===== src/rtl/audio_pkg.sv =====
// Shared types and default sizing for the audio clip record/playback path.
package audio_pkg;

  typedef enum logic [1:0] {
    IDLE   = 2'd0,
    RECORD = 2'd1,
    PLAY   = 2'd2,
    FINISH = 2'd3
  } mc_state_t;

  localparam int CLIP_WORDS_DEFAULT = 48000;
  localparam int NUM_CLIPS_DEFAULT  = 4;

endpackage


===== src/rtl/clip_addr_counter.sv =====
// Word-address counter for the active clip bank, with a terminal-address compare.
module clip_addr_counter #(
  parameter int ADDR_WIDTH = 16
) (
  input  logic                  clk_i,
  input  logic                  rst_i,
  input  logic                  clear_i,
  input  logic                  inc_i,
  input  logic [ADDR_WIDTH-1:0] terminal_i,
  output logic [ADDR_WIDTH-1:0] count_o,
  output logic                  terminal_o
);

  logic [ADDR_WIDTH-1:0] count_q;

  always_ff @(posedge clk_i or posedge rst_i) begin
    if (rst_i) begin
      count_q <= '0;
    end else if (clear_i) begin
      count_q <= '0;
    end else if (inc_i) begin
      count_q <= count_q + ADDR_WIDTH'(1);
    end
  end

  assign count_o    = count_q;
  assign terminal_o = (count_q == terminal_i);

endmodule


===== src/rtl/multi_clip_controller.sv =====
// Record/playback sequencer for NUM_CLIPS clip banks: per-word handshakes,
// per-clip recorded length and a valid bit per clip.
module multi_clip_controller
  import audio_pkg::*;
#(
  parameter int NUM_CLIPS  = NUM_CLIPS_DEFAULT,
  parameter int CLIP_WORDS = CLIP_WORDS_DEFAULT,
  parameter int ADDR_WIDTH = 16,
  parameter int SEL_WIDTH  = $clog2(NUM_CLIPS)
) (
  input  logic                  clock_i,
  input  logic                  reset_i,
  input  logic [SEL_WIDTH-1:0]  clip_select_i,
  input  logic                  play_i,
  input  logic                  record_i,
  input  logic                  stop_i,
  output logic                  ser_enable_o,
  input  logic                  ser_word_valid_i,
  output logic                  deser_enable_o,
  input  logic                  deser_word_req_i,
  output logic [ADDR_WIDTH-1:0] mem_addr_o,
  output logic                  mem_we_o,
  output logic [NUM_CLIPS-1:0]  mem_en_o,
  output logic [SEL_WIDTH-1:0]  active_clip_o,
  output logic                  playing_o,
  output logic                  recording_o,
  output logic [NUM_CLIPS-1:0]  clip_valid_o,
  output logic                  done_o,
  output logic                  error_o
);

  localparam logic [ADDR_WIDTH-1:0] REC_LAST = ADDR_WIDTH'(CLIP_WORDS - 1);
  localparam logic [ADDR_WIDTH:0]   FULL_LEN = (ADDR_WIDTH + 1)'(CLIP_WORDS);

  mc_state_t             state_q;
  logic [SEL_WIDTH-1:0]  clip_q;
  logic [ADDR_WIDTH:0]   len_q [NUM_CLIPS];
  logic [NUM_CLIPS-1:0]  valid_q;
  logic [ADDR_WIDTH:0]   pend_len_q;
  logic                  from_record_q;
  logic                  error_q;

  logic                  play_go;
  logic                  record_go;
  logic                  wr_xfer;
  logic                  rd_xfer;
  logic [ADDR_WIDTH-1:0] play_last;
  logic [ADDR_WIDTH-1:0] term_addr;
  logic [ADDR_WIDTH-1:0] addr;
  logic                  at_term;

  // Handshake: a word moves in exactly the cycle its valid/req is high while
  // the matching state is active; a coincident stop_i suppresses the transfer.
  assign play_go   = (state_q == IDLE) && play_i && valid_q[clip_select_i];
  assign record_go = (state_q == IDLE) && record_i && !play_i;
  assign wr_xfer   = (state_q == RECORD) && ser_word_valid_i && !stop_i;
  assign rd_xfer   = (state_q == PLAY) && deser_word_req_i && !stop_i;

  assign play_last = ADDR_WIDTH'(len_q[clip_q] - 1'b1);
  assign term_addr = (state_q == RECORD) ? REC_LAST : play_last;

  clip_addr_counter #(.ADDR_WIDTH(ADDR_WIDTH)) u_addr (
    .clk_i      (clock_i),
    .rst_i      (reset_i),
    .clear_i    (play_go || record_go),
    .inc_i      (wr_xfer || rd_xfer),
    .terminal_i (term_addr),
    .count_o    (addr),
    .terminal_o (at_term)
  );

  always_ff @(posedge clock_i or posedge reset_i) begin
    if (reset_i) begin
      state_q       <= IDLE;
      clip_q        <= '0;
      valid_q       <= '0;
      pend_len_q    <= '0;
      from_record_q <= 1'b0;
      error_q       <= 1'b0;
      for (int i = 0; i < NUM_CLIPS; i++) len_q[i] <= '0;
    end else begin
      error_q <= 1'b0;
      case (state_q)
        IDLE: begin
          if (play_i) begin
            clip_q <= clip_select_i;
            if (valid_q[clip_select_i]) begin
              state_q       <= PLAY;
              from_record_q <= 1'b0;
            end else begin
              error_q <= 1'b1;
            end
          end else if (record_i) begin
            clip_q        <= clip_select_i;
            state_q       <= RECORD;
            from_record_q <= 1'b1;
          end
        end
        RECORD: begin
          // The address equals the number of words already written.
          if (stop_i) begin
            pend_len_q <= (ADDR_WIDTH + 1)'(addr);
            state_q    <= FINISH;
          end else if (ser_word_valid_i && at_term) begin
            pend_len_q <= FULL_LEN;
            state_q    <= FINISH;
          end
        end
        PLAY: begin
          if (stop_i || (deser_word_req_i && at_term)) begin
            state_q <= FINISH;
          end
        end
        FINISH: begin
          if (from_record_q) begin
            len_q[clip_q]   <= pend_len_q;
            valid_q[clip_q] <= (pend_len_q != '0);
          end
          state_q <= IDLE;
        end
        default: state_q <= IDLE;
      endcase
    end
  end

  assign mem_en_o       = (wr_xfer || rd_xfer) ?
                          ({{(NUM_CLIPS-1){1'b0}}, 1'b1} << clip_q) : '0;
  assign mem_we_o       = wr_xfer;
  assign mem_addr_o     = addr;
  assign ser_enable_o   = (state_q == RECORD);
  assign recording_o    = (state_q == RECORD);
  assign deser_enable_o = (state_q == PLAY);
  assign playing_o      = (state_q == PLAY);
  assign done_o         = (state_q == FINISH);
  assign error_o        = error_q;
  assign active_clip_o  = clip_q;
  assign clip_valid_o   = valid_q;

endmodule


===== config.mk =====
export PLATFORM = sky130hd
export DESIGN_NAME = multi_clip_controller
export DESIGN_NICKNAME = d
export VERILOG_FILES = /design/src/rtl/audio_pkg.sv /design/src/rtl/clip_addr_counter.sv /design/src/rtl/multi_clip_controller.sv
export SDC_FILE = /design/constraint.sdc
export NUM_CORES = 1
export LEC_CHECK = 0
export CELL_PAD_IN_SITES_DETAIL_PLACEMENT = 0
export CELL_PAD_IN_SITES_GLOBAL_PLACEMENT = 1
export CORE_MARGIN = 3
export CORE_UTILIZATION = 45
export DETAILED_ROUTE_END_ITERATION = 8
export GPL_ROUTABILITY_DRIVEN = 0
export GPL_TIMING_DRIVEN = 1
export HOLD_SLACK_MARGIN = 0.03
export MAX_ROUTING_LAYER = met4
export PLACE_DENSITY_LB_ADDON = 0.1
export REMOVE_ABC_BUFFERS = 1
export SLEW_MARGIN = 20
export SYNTH_ARGS = -nofsm -noshare
export SYNTH_HDL_FRONTEND = slang
export SYNTH_SLANG_ARGS = --single-unit
export TNS_END_PERCENT = 5

===== constraint.sdc =====
create_clock -name clock_i -period 6.5 [get_ports clock_i]
set_input_delay 1.3 -clock clock_i [delete_from_list [all_inputs] [get_ports clock_i]]
set_output_delay 1.3 -clock clock_i [all_outputs]
set_load 0.05 [all_outputs]

==> results of run 1 <==
-- cell usage after synthesis, types with 6 or more instances --
master	instances	area share, %
nand2_1	58	3.9
dfrtp_1	106	48
a21oi_1	9	0.82
nand3_1	16	1.5
mux4_1	8	3.8
xor2_1	18	2.9
mux2_2	41	8.4
o21ai_0	48	4.4
nor3_1	9	0.82
ha_1	6	1.4
mux4_2	9	3.7
o22a_1	6	0.95
inv_1	19	1.3
xnor2_1	10	1.6
clkbuf_1	19	1.3
nand4_1	8	0.91
nor2_1	29	2.0
-- critical path, cell delays in order --
cell and delay (ns):
clkdlybuf4s50_1 0.47, nand2_1 0.14, a21oi_1 0.65, nor3b_1 0.27
clkdlybuf4s50_1 0.84
-- metal layers --
layer  GRT usage, %  vias up
met5              -        -
met4          7.339        0
met3          3.731       20
met2          34.51       69
met1          29.92     1958
li1               -     1852
-- flip-flops by register name (all words and copies together), names as in the netlist --
| signal | cells |
|---|---|
| from_record_q | 1 |
| clip_valid_o | 4 |
| active_clip_o | 2 |
| state_q | 2 |
| len_q | 64 |
| error_o | 1 |
| pend_len_q | 16 |
| u_addr.count_o | 16 |
-- power by group through the flow --
stage / combinational, mW / sequential, mW / clock [mW]
finish: 1.79 / 1.10 / 0.639
global route: 1.96 / 1.14 / 0.677
CTS: 1.80 / 1.10 / 0.652
detailed placement: 1.79 / 1.11 / 0
global placement: 1.76 / 1.10 / 0
floorplan: 1.29 / 1.15 / 0
-- worst min path at each step --
stage / startpoint / endpoint / cells after the start
floorplan: len_q[34] / len_q[34] / 2
global placement: len_q[3] / len_q[3] / 2
detailed placement: len_q[1] / len_q[1] / 2
CTS: len_q[1] / len_q[1] / 2
global route: len_q[27] / len_q[27] / 2
finish: len_q[19] / len_q[19] / 2
-- cell families (layout without fill, tap and decap cells) --
family / Yosys count / in the layout / share of synthesized area [%]
muxes: 66 / 66 / 17.37
xor gates and xnor gates: 28 / 28 / 4.443
adders and majority gates: 6 / 6 / 1.360
DFF: 106 / 106 / 48.06
buffers and inverters: 48 / 85 / 4.035
and+or+nand+nor: 159 / 159 / 15.12
AOI/OAI and AO/OA: 84 / 84 / 9.613
-- layout by cell type, fill, tap and decap left out, types with 3 or more instances in the layout --
cell type / n
a21oi_1: 9
and2_1: 3
buf_4: 9
bufinv_16: 3
clkbuf_16: 9
clkdlybuf4s50_1: 41
dfrtp_1: 106
ha_1: 6
inv_1: 18
mux2_1: 3
mux2_2: 41
mux2i_1: 5
mux4_1: 8
mux4_2: 9
nand2_1: 58
nand2b_1: 4
nand3_1: 16
nand4_1: 8
nand4b_1: 4
nor2_1: 28
nor3_1: 8
nor3b_1: 3
nor4_1: 5
nor4_4: 3
o21ai_0: 48
o22a_1: 6
or3_1: 4
xnor2_1: 10
xor2_1: 18
-- final cells by class --
cell class	count	area (um2)
clock inverters	7	125.1
repair buffers	50	478.0
clock buffers	9	225.2
flip-flops and latches	106	2653
well taps	143	178.9
multi-input cells	343	2651
inverters	19	73.82
fillers	1048	5326
==> results.yml, run 1 <==
setup_path:
  critPathMaxFanout: 10
  r2r-end: "pend_len_q[2]"
  r2r_start: "active_clip_o[0]"
  cp-end-kind: "output pin"
  r2r_slack_ns: 1.59
  arrival_ns: 3.67
  cp-start-kind: "input pin"
  worstPathRequired_ns: 5.20
  crit_start: "ser_word_valid_i"
  path_class: "in -> out"
  r2r_cells: 12
  worstSetupEndpoint: "mem_en_o[0]"
synthesis:
  yosysUniqueCellTypes: 55
  postSynthAreaPerCell_um2: 11.10
  synth_edf_count: 0
  synth_area_um2: 5519
  netlist_instances: 497
  synth_seq_cells: 106
  synthArstFlopShare_pct: 100.0
  seq_area_frac_synth_pct: 48.06
  yosys_warnings: 0
  synthFlopType: "dfrtp_1"
power:
  swShare_pct: 41.55
  power_density_nw_per_um2: 551.7
  total_leakage_power_nw: 2.748
  p_clk_share_pct: 18.1
  max-vdd-ir-drop_uv: 247.4
  comb_power_share_pct: 50.7
  fin_total_pwr_mw: 3.522
  p_int_mw: 2.059
  p_switching_mw: 1.464
  seq_power_share_pct: 31.1
cells_and_area:
  areaGrowthSynthToFinish_pct: 15.69
  final_util_pct: 54.52
  antenna_cells: 0
  fin_nets: 544
  drive_above_1_share_pct: 16.10
  instances_no_fill: 677
  final_area_um2: 6385
detailed_routing:
  drtPass1Iterations: 6
  drt-initial-drc-count: 244
  wl_met1_um: 6365
  wl_per_cell_um: 19.76
  top_layer: "met4"
  wl_um: 13380
  met3_length_um: 472
  dr_wl_met2_um: 6305
  via_count: 3899
  drtAntennaViolNets: 0
  drc: 0
  vias_per_cell: 5.759
timing:
  skew_ns: 0.004785
  min_period_ns: 4.974
  totalNegativeSetupSlack_ns: 0
  holdWs_ns: 0.4797
  rsz0062_at_grt: "no"
  hold_viol: 0
  worst_slew_pin_slew_ns: 0.9510
  finalMaxSlewViolations: 0
  max_freq_ghz: 0.2010
  fin_crit_sh_pct: 76.53
  setup_violations: 0
  setup_ws_ns: 1.526
  slew_headroom_pct: 36.38
floorplanning:
  fp.coreArea_um2: 11710
  die_height_um: 116.7
  dieWidth_um: 116.7
  die_area_um2: 13630
  row_count: 39
  initial_core_util_pct: 47.13
  ios: 42
cts:
  cts_root_buf: "clkbuf_16"
  ctsResizeCount: 0
  cts_setup_buffers: 0
  clock_sinks: 106
  clkLatencyLatePin_ns: 0.36
  htreeDepth: 3
  postCtsHoldBufs: 0
  clockBufferDepth: 2
  clkTransAtPathRegs_ns: 0.07
  cts_tree: "yes"
  numCtsBuffers: 9
placed_design:
  io_buffers: 41
  postPlaceCellArea_um2: 6035
  dpl.cell_count: 661
  dp_hpwl_um: 9382
  dpl_worst_slack_ns: 1.531
flow_run:
  drv_cap: 0
global_routing:
  grt_remaining_overflow: 0
  antenna_found_initial: 0
  grt_max_degree: 67
  grt_pass1_wl_um: 22040
  grt_pass1_vias: 3919
  grt_usage_pct: 22.25
min_path:
  min-delay-path-class: "reg -> reg"
run_status:
  outcome: "finished clean"
Power figures use the tool's default switching activity.
==> run 2: changes to the inputs <==
==> constraint.sdc (replaced) <==
create_clock -name clock_i -period 4.9 [get_ports clock_i]
set_input_delay 0.98 -clock clock_i [delete_from_list [all_inputs] [get_ports clock_i]]
set_output_delay 0.98 -clock clock_i [all_outputs]
set_load 0.05 [all_outputs]
==> results.yml, run 2 (synthesis results as in run 1) <==
detailed_routing:
  wl_um: 13630
  wl_per_cell_um: 20.04
  drtPass1Iterations: 4
  vias_per_cell: 5.774
  via_count: 3926
  drt-initial-drc-count: 312
  drtAntennaViolNets: 0
  drc: 0
timing:
  fin_crit_sh_pct: 85.69
  worst_slew_pin_slew_ns: 0.9380
  holdWs_ns: 0.4725
  finalMaxSlewViolations: 0
  totalNegativeSetupSlack_ns: 0
  setup_violations: 0
  max_freq_ghz: 0.2382
  hold_viol: 0
  rsz0062_at_grt: "no"
  slew_headroom_pct: 37.47
  min_period_ns: 4.199
  skew_ns: 0.01172
floorplanning:
  die_height_um: 116.7
  die_area_um2: 13630
  fp.coreArea_um2: 11710
  dieWidth_um: 116.7
  initial_core_util_pct: 47.13
  ios: 42
  row_count: 39
global_routing:
  grt_pass1_wl_um: 22180
  grt_usage_pct: 22.24
  grt_remaining_overflow: 0
  grt_pass1_vias: 3960
  antenna_found_initial: 0
  grt_max_degree: 76
power:
  max-vdd-ir-drop_uv: 274.8
  power_density_nw_per_um2: 718.7
  total_leakage_power_nw: 2.742
setup_path:
  r2r_cells: 10
  r2r_slack_ns: 0.70
  worstPathRequired_ns: 5.13
  cp-end-kind: "flop"
  cp-start-kind: "flop"
  critPathMaxFanout: 13
  r2r_start: "active_clip_o[0]"
  path_class: "reg -> reg"
  arrival_ns: 4.43
  r2r-end: "state_q[1]"
min_path:
  hp-start: "len_q[40]"
  whs_path_depth: 2
  min-delay-path-class: "reg -> reg"
  worstHoldEndpoint: "len_q[40]"
cells_and_area:
  fin_nets: 547
  layout_common_cells: "dfrtp_1, nand2_1, o21ai_0, mux2_2, clkdlybuf4s50_1"
  antenna_cells: 0
  top_register: "len_q"
  areaGrowthSynthToFinish_pct: 15.03
  final_common_cell: "dfrtp_1"
  drive_above_1_share_pct: 16.39
  largest_register_ffs: 64
placed_design:
  io_buffers: 41
  dp_hpwl_um: 9534
cts:
  ctsResizeCount: 0
  clock_sinks: 106
  postCtsHoldBufs: 0
  cts_root_buf: "clkbuf_16"
  cts_tree: "yes"
  clkTransAtPathRegs_ns: 0.07
  clkLatencyLatePin_ns: 0.35
  htreeDepth: 3
  numCtsBuffers: 9
  cts_setup_buffers: 0
  clockBufferDepth: 2
flow_run:
  drv_cap: 0
run_status:
  outcome: "finished clean"
## run 2: changes by cell type in the layout (fill, tap and decap cells not counted)
cell | before | now
clkinvlp_4 | 2 | 1
clkinv_2 | 0 | 1
bufinv_16 | 3 | 0
clkbuf_8 | 0 | 3
clkbuf_1 | 0 | 1
inv_8 | 1 | 0
buf_4 | 9 | 12
## run 2: area by class of cell
class	instances	area, um2
clock buffer	13	270.3
clock inverter	3	21.27
fill	1064	5363
inverter	19	73.82
multi-input combinational	343	2651
sequential	106	2653
tap	143	178.9
timing repair buffer	53	500.5
## run 2: where the power goes
group	switching [mW]	internal [mW]	total (mW)
registers	0.252	1.19	1.44
clock network	0.328	0.388	0.716
logic	1.36	1.05	2.40
## run 2: metal layers
metal	global-route usage [%]	wire length (um)	up-vias
li1	-	-	1849
met1	30.94	6495	1981
met2	34.05	6399	79
met3	2.694	461	17
met4	7.416	269	0
met5	-	0	-
## run 2: how the worst max path moves through the flow
stage | startpoint | end | depth (start not counted)
6_report | active_clip_o[0] | state_q[1] | 10
5_1_grt | active_clip_o[0] | state_q[1] | 12
4_1_cts | active_clip_o[0] | state_q[1] | 10
3_5_place_dp | active_clip_o[0] | state_q[1] | 10
3_3_place_gp | active_clip_o[0] | state_q[0] | 10
2_1_floorplan | state_q[1] | mem_en_o[0] | 5
## run 2: stage by stage
| step | setup slack, ns | utilization (%) | std cells | instance area, um2 | total power [mW] |
|---|---|---|---|---|---|
| after floorplan | 0.1072 | - | 468 | 5368 | 3.239 |
| after global placement | 0.8129 | 51.70 | 664 | 6055 | 3.814 |
| after detailed placement | 0.7032 | 51.70 | 664 | 6055 | 3.860 |
| after CTS | 0.6847 | 54.19 | 680 | 6346 | 4.589 |
| after global routing | 0.3826 | 54.21 | 680 | 6349 | 4.903 |
| final | 0.7011 | 54.21 | 680 | 6349 | 4.563 |
## run 2: critical path, cell delays in order (launching register included)
cell and delay [ns]:
dfrtp_1 0.61, buf_4 0.32, mux4_1 0.79, nor4_4 0.31
nand4_1 0.21, nor3_2 0.20, mux2_1 0.37, xnor2_1 0.13
a311o_1 0.34, o41a_1 0.47, mux2_1 0.33
